<file path="config.mk">
export PLATFORM = sky130hd
export DESIGN_NAME = alu_multibyte_seq
export DESIGN_NICKNAME = d
export VERILOG_FILES = /design/src/rtl/alu_multibyte_seq.sv
export SDC_FILE = /design/constraint.sdc
export NUM_CORES = 1
export LEC_CHECK = 0
export CAP_MARGIN = 10
export CORE_MARGIN = 1.5
export CORE_UTILIZATION = 49
export CTS_CLUSTER_DIAMETER = 200
export CTS_CLUSTER_SIZE = 10
export DETAILED_ROUTE_END_ITERATION = 10
export PLACE_DENSITY = 0.88
export SYNTH_ARGS = -nofsm -noshare
export SYNTH_HDL_FRONTEND = slang
export SYNTH_SLANG_ARGS = --single-unit
export TNS_END_PERCENT = 100
</file>
<file path="constraint.sdc">
create_clock -name clk -period 1.87 [get_ports clk]
set_clock_uncertainty 0.2 [all_clocks]
set_input_delay 0.187 -clock clk [delete_from_list [all_inputs] [get_ports clk]]
set_output_delay 0.187 -clock clk [all_outputs]
set_load 0.02 [all_outputs]
</file>
<file path="src/rtl/alu_multibyte_seq.sv">
// alu_multibyte_seq: runs W-bit ADD/SUB/CMP/SHL/AND/OR on the shared 8-bit ALU,
// one byte per cycle, LSB first. The EX pipeline is held via stall while busy.
module alu_multibyte_seq #(
  parameter int NUM_BYTES = 2
) (
  input  logic                   clk,
  input  logic                   rst_n,
  input  logic                   start,
  input  logic [2:0]             op,
  input  logic [8*NUM_BYTES-1:0] a,
  input  logic [8*NUM_BYTES-1:0] b,
  output logic                   alu_en,
  output logic [7:0]             alu_op1,
  output logic [7:0]             alu_op2,
  output logic [0:13]            alu_ctrl,
  input  logic [7:0]             alu_dout,
  input  logic                   alu_cout,
  output logic                   busy,
  output logic                   stall,
  output logic                   done,
  output logic [8*NUM_BYTES-1:0] result,
  output logic                   cout,
  output logic                   cmp_gt,
  output logic                   cmp_lt,
  output logic                   cmp_eq,
  output logic                   illegal_op
);

  localparam int KW = $clog2(NUM_BYTES);

  localparam logic [2:0] OP_ADD = 3'b000;
  localparam logic [2:0] OP_SUB = 3'b001;
  localparam logic [2:0] OP_CMP = 3'b010;
  localparam logic [2:0] OP_SHL = 3'b011;
  localparam logic [2:0] OP_AND = 3'b100;
  localparam logic [2:0] OP_OR  = 3'b101;

  localparam logic [1:0] S_IDLE = 2'd0;
  localparam logic [1:0] S_RUN  = 2'd1;
  localparam logic [1:0] S_DONE = 2'd2;

  // ALU control vector bit positions
  localparam int C_ADD  = 0;
  localparam int C_AND  = 3;
  localparam int C_OR   = 4;
  localparam int C_CIN  = 7;
  localparam int C_CMPL = 8;
  localparam int C_CMP  = 10;
  localparam int C_LGCL = 12;

  logic [1:0]                  state;
  logic [KW-1:0]               k;
  logic                        carry_q;
  logic [2:0]                  op_q;
  logic [NUM_BYTES-1:0][7:0]   a_q, b_q, res_q, res_nxt;
  logic                        last_byte;
  logic                        diff_zero;

  assign last_byte  = (k == KW'(NUM_BYTES - 1));
  assign busy       = (state != S_IDLE);
  assign stall      = busy | (state == S_IDLE && start);
  assign done       = (state == S_DONE);
  assign illegal_op = done & (op_q >= 3'd6);
  assign diff_zero  = (res_nxt == '0);

  // Partial result with the byte currently leaving the ALU merged in
  always_comb begin
    res_nxt    = res_q;
    res_nxt[k] = alu_dout;
  end

  // ALU drive: active only in RUN so the ALU stays quiescent otherwise
  always_comb begin
    alu_en   = 1'b0;
    alu_op1  = 8'h00;
    alu_op2  = 8'h00;
    alu_ctrl = '0;
    if (state == S_RUN) begin
      alu_en  = 1'b1;
      alu_op1 = a_q[k];
      // shift-left is A+A, so both ALU operands come from A
      alu_op2 = (op_q == OP_SHL) ? a_q[k] : b_q[k];
      case (op_q)
        OP_ADD, OP_SHL: begin
          alu_ctrl[C_ADD] = 1'b1;
          alu_ctrl[C_CIN] = (k != '0) & carry_q;
        end
        OP_SUB, OP_CMP: begin
          alu_ctrl[C_ADD]  = 1'b1;
          alu_ctrl[C_CMPL] = 1'b1;
          alu_ctrl[C_CIN]  = (k == '0) | carry_q;
          alu_ctrl[C_CMP]  = (op_q == OP_CMP);
        end
        OP_AND: begin
          alu_ctrl[C_LGCL] = 1'b1;
          alu_ctrl[C_AND]  = 1'b1;
        end
        OP_OR: begin
          alu_ctrl[C_LGCL] = 1'b1;
          alu_ctrl[C_OR]   = 1'b1;
        end
        default: ;
      endcase
    end
  end

  // Sequencer FSM; final outputs are written on the last byte edge so they
  // are already valid while done is high
  always_ff @(posedge clk or negedge rst_n) begin
    if (!rst_n) begin
      state   <= S_IDLE;
      k       <= '0;
      carry_q <= 1'b0;
      op_q    <= 3'b000;
      a_q     <= '0;
      b_q     <= '0;
      res_q   <= '0;
      result  <= '0;
      cout    <= 1'b0;
      cmp_gt  <= 1'b0;
      cmp_lt  <= 1'b0;
      cmp_eq  <= 1'b0;
    end else begin
      case (state)
        S_IDLE: begin
          if (start) begin
            a_q     <= a;
            b_q     <= b;
            op_q    <= op;
            k       <= '0;
            carry_q <= 1'b0;
            state   <= (op >= 3'd6) ? S_DONE : S_RUN;
          end
        end
        S_RUN: begin
          res_q   <= res_nxt;
          carry_q <= alu_cout;
          k       <= k + 1'b1;
          if (last_byte) begin
            state <= S_DONE;
            case (op_q)
              OP_ADD, OP_SUB, OP_SHL: begin
                result <= res_nxt;
                cout   <= alu_cout;
              end
              OP_AND, OP_OR: begin
                result <= res_nxt;
                cout   <= 1'b0;
              end
              OP_CMP: begin
                cmp_eq <= diff_zero;
                cmp_gt <= alu_cout & ~diff_zero;
                cmp_lt <= ~alu_cout;
              end
              default: ;
            endcase
          end
        end
        S_DONE:  state <= S_IDLE;
        default: state <= S_IDLE;
      endcase
    end
  end

endmodule

</file>
==> flow_summary.yaml <==
run_status:
  status: "finished, violations left"
  violations: "negative setup slack"
grt:
  grt_max_degree: 45
  use_met3_pct: 3.54
  grt_pass1_vias: 2903
  grt_pass1_wl_um: 15200
  grt_util_met2_pct: 41.8
  antenna_found_initial: 0
  busiest_layer: "met2"
  grt_use_total_pct: 24.0
  met1_usage_pct: 30.2
  overflow: 0
critical_path:
  slowest_stage: "mux4_2"
  crit_family: "multiplexers"
  r2r_start: "state[0]"
  path_class: "reg -> out"
  critPathMaxStageDelay_ns: 0.51
  path_cells: "buf_12, mux4_2, and2_4, buf_6"
  required_ns: 1.48
  cp_max_fo: 7
  critPathBufInv: 2
  critPathLaunch: "k"
  arrival_ns: 1.73
  start_kind: "flip-flop"
  rrSetupSlack_ns: -0.09
  crit_path_end_kind: "output pin"
synth:
  syn_avg_cell_area_sq_um: 13.4
  synth.area.top_cells: "dfrtp_1 50%, mux2_4 12%, mux2_2 6.6%"
  ys_types: 41
  syn_area_sq_mm: 0.00376
  yosysSeqAreaShare_pct: 49.9
  synth_edf_count: 0
  yosys_warnings: 0
  synthArstFlopShare_pct: 100
  yosysMostFrequentCell: "dfrtp_1"
  syn_inst: 281
  synth_top_area_share_pct: 49.9
  synthFlopType: "dfrtp_1"
  synth_seq_cells: 75
  synthTopCellsByCount: "75 x dfrtp_1, 29 x mux2_4, 28 x nor2_1"
  yosysTopAreaCell: "dfrtp_1"
clock_network:
  cts_tree: "done"
  clock_path_buffers: 2
  cts_sinks: 75
  cts-root-buf: "clkbuf_8"
  clkTransAtPathRegs_ns: 0.08
  cts_htree_levels: 3
  clk-insertion-delay-late_ns: 0.34
  cts_made_buffers: 9
die:
  die_w_um: 90.6
  boundaryPins: 102
  die_area_sq_mm: 0.00821
  rows: 31
  initial_core_util_pct: 51.3
  core_area_sq_mm: 0.00733
  die_h_um: 90.6
detailed_routing:
  drc: 0
  firstDrtPassIters: 4
  finalWirelength_um: 9900
  vias_per_cell: 5.23
  vias: 2786
  ant_nets: 0
  drt_iter0_drc: 165
  wl_per_cell_um: 18.6
cells_and_area:
  stdcell_area_sq_mm: 0.00547
  nNetsFinal: 476
  n_antenna_cell: 0
  syn2layout_area_growth_pct: 45.5
  num-fill-cells: 446
  drive_gt1_share_pct: 43.1
sta:
  layout_setup_ws_ns: -0.244
  rsz0062_at_grt: "true"
  setup_viol: 53
  finalCriticalPeriod_ns: 2.11
  fmaxAchievable_mhz: 473
  hold_viol_final: 0
  drv_slew: 0
  finalCritPeriodShare_pct: 113
pwr:
  pwr_density_cell_mw_per_mm2: 1840
  leakage_nw: 2.49
  irDropWorstVdd_mv: 0.914
  design_power_total_w: 0.0101
placement:
  gp_congestion: 0.815
  post-dp-hpwl_um: 6490
  placed_cell_area_sq_mm: 0.00504
  port_buffers: 94
run:
  cap_violations: 0
min_path:
  hold_path.class: "in -> async"
worst reg2reg max path, delay by kind of cell (launching register included):
kind | cells | cell delay, ns
and+or+nand+nor | 2 | 0.54
muxes | 1 | 0.30
buffers and inverters | 2 | 0.36
DFF | 1 | 0.46
kinds of logic (layout without fill, tap and decap cells):
group,after synthesis,in the layout,share of synthesized area (%)
simple gates,66,66,9.65
buf+inv,26,173,5.95
other cells,1,7,0.0997
xor+xnor,1,1,0.233
compound gates,29,29,4.82
mux,83,83,29.3
flops,75,75,49.9
cell usage in the layout, fill, tap and decap left out, types with 2 or more instances in the layout:
cell type        count
dfrtp_1             73
clkdlybuf4s50_1     65
buf_4               48
mux2_4              35
nor2_1              26
mux2i_1             24
buf_6               20
a21oi_1             16
mux2_2              16
and2_4               9
clkbuf_8             9
mux4_2               8
buf_2                8
conb_1               7
buf_12               6
nand2_1              5
nor3_1               4
o21ai_0              4
inv_1                3
nor4_1               3
clkinvlp_4           3
nand2b_4             2
nor2_2               2
a21oi_2              2
a21o_1               2
clkinv_2             2
clkbuf_16            2
buf_8                2
metal layers:
metal  share of wire, %  wire, um
met5                  0         0
met4                2.4       241
met3                3.8       373
met2                 53      5270
met1                 40      4010
power by group:
part           internal [W]  total (W)  switching [W]
clock network      0.000482    0.00110       0.000617
registers           0.00243    0.00299       0.000560
logic               0.00342    0.00597        0.00256
through the flow:
step	TNS [ns]	hold WS, ns	util, %	setup WS [ns]	instances
3_5_place_dp	-9.17	-0.0442	68.7	-0.429	504
4_1_cts	-2.75	0.133	72.7	-0.241	526
3_3_place_gp	-6.65	-0.0443	68.7	-0.390	504
5_1_grt	-6.91	0.157	74.7	-0.286	533
2_1_floorplan	0	-0.309	-	0.0316	287
6_report	-4.20	0.127	74.7	-0.244	533
layout make-up:
type                            count  area, sq um  share of cell area, %
Sequential cell                    75         1880                   34.4
Multi-Input combinational cell    186         1780                   32.5
Timing Repair Buffer              154         1510                   27.5
Clock buffer                       10          128                   2.33
Tap cell                           99          124                   2.26
Clock inverter                      6         41.3                  0.754
Inverter                            3         11.3                  0.206
repair_timing:
action | in CTS | in global routing
setup buffers | 4 | 6
pin swaps | 14 | 6
endpoints found under the hold margin | 75 | 0
hold buffers | 1 | 0
setup endpoints to repair | 63 | 83
resized for setup | 153 | 31
gates cloned | 1 | 1
worst paths after layout:
kind                               to  cells after the start
max                        alu_op2[1]                      4
min                           a_q[11]                      2
max reg2reg                   b_q[13]                      5
min reg2reg                    cmp_lt                      2
max in group asynchronous     b_q[12]                      3
min in group clk              b_q[11]                      2
state kept, by name (all words and copies together), names as in the netlist:
signal   cells
a_q         16
b_q         16
carry_q      1
cmp_eq       1
cmp_gt       1
cmp_lt       1
cout         1
k            1
op_q         3
res_q       16
result      16
state        2
(Power assumes the default switching activity.)
==> RTL edit: new RTL, same flow settings <==
Reset style: synchronous (`rst_n`), changed in one clocked block.
--- a/src/rtl/alu_multibyte_seq.sv
+++ b/src/rtl/alu_multibyte_seq.sv
@@ -106,7 +106,7 @@
 
   // Sequencer FSM; final outputs are written on the last byte edge so they
   // are already valid while done is high
-  always_ff @(posedge clk or negedge rst_n) begin
+  always_ff @(posedge clk) begin
     if (!rst_n) begin
       state   <= S_IDLE;
       k       <= '0;
Function: differs if rst_n is asserted again (counterexample within 4 cycles, from zero or initial values and one cycle with rst_n low); with rst_n held inactive, the same outputs for 10 cycles.
==> RTL edit against the original RTL <==
  * The run still ends with negative setup slack left
  * Sequential cell count unchanged
  * Worst hold slack got worse by 0.034 ns
  * Register-to-register slack got worse by 0.03 ns
  * Wire length increased by 15%
  * Critical path type unchanged
  * Critical endpoint is now alu_op2[0]
  * Area after synthesis decreased by 6.3%
  * Cell area decreased by 7.2%
  * Setup slack got worse by 0.025 ns
  * Largest cell class is now multi-input gates
Power is not compared: it rests on default switching activity, and its combinational part moved more than twofold at a synthesized area within 25%.
==> RTL edit: results <==
set metrics [dict create \
    crit_end "alu_op2[0]" \
    grt_use_met3_pct 5.66 \
    holdBufCountCts 0 \
    worstPathMaxFanout 4 \
    synthMuxAreaShare_pct 11.9 \
    setup_tns_ns -2.91 \
    violations "negative setup slack" \
    r2r-end "cmp_gt" \
    fillers 459 \
    synth_common_cells "nand2_1, dfxtp_1, a21boi_0" \
    gp_congestion 0.957 \
    met1Wirelength_mm 4.37 \
    dr.pass1.iters 6 \
    reg2reg_depth 6 \
    clockBufferDepth 2 \
    ctsResizeCount 120 \
    synth.area.top_cells "dfxtp_1, a21boi_0, nand2_1" \
    clk_latency_ns 0.37 \
    dpl_cell_area_um2 4760 \
    holdWs_ns 0.0932 \
    arrival_ns 1.75 \
    wl_mm 11.4 \
    outcome "complete, but fails checks" \
    synth_ff_type "dfxtp_1" \
    grt_pass1_wl_mm 16.0 \
    hold_class "in2reg" \
    r2r_setup_slack_ns -0.12 \
    fin_ws_ns -0.268 \
    grt_util_all_layers_pct 27.3 \
    crit_start "k" \
    drtIter0Drc 310 \
    ys_seq_area_share_pct 42.6 \
    drive_gt1_share_pct 24.4 \
    setup_viol 19 \
    grt_max_degree 35 \
    wl_met3_um 855 \
    multiInputGateArea_um2 1900 \
    grt_pass1_vias 3319 \
    avgRoutedWirePerCell_um 18.5 \
    wl_met2_mm 5.55 \
    hpwl_mm 7.13 \
]
## RTL edit: cell count changes in the layout (fill, tap and decap cells not counted), moves of 5 or more
cell       unedited run  this run
dfrtp_1              73         0
nand2_1               5        83
buf_4                48        43
nor2b_1               0        17
a21boi_0              0        44
nor3b_1               0         9
a2111oi_0             0         7
mux2_2               16         0
mux2_4               35         0
dfxtp_1               0        73
buf_6                20        10
a21oi_1              16         3
nor2_1               26        20
## RTL edit: cell type report
type | instances | share of cell area [%]
flip-flops and latches | 75 | 29.6
multi-input cells | 285 | 37.3
repair buffers | 142 | 26.8
well taps | 96 | 2.36
clock inverters | 7 | 1.13
clock buffers | 9 | 2.44
inverters | 3 | 0.271
## RTL edit: logic make-up after synthesis
kind of cell | after synthesis
AO/OA/AOI/OAI | 73
XOR/XNOR | 1
buffers and inverters | 40
flip-flops | 75
multiplexers | 32
other | 1
AND/OR/NAND/NOR | 172
## RTL edit: power by group
group	internal [mW]	switching, mW
clock network	0.502	0.686
logic	0.398	0.408
registers	1.68	0.0568
total	2.58	1.15
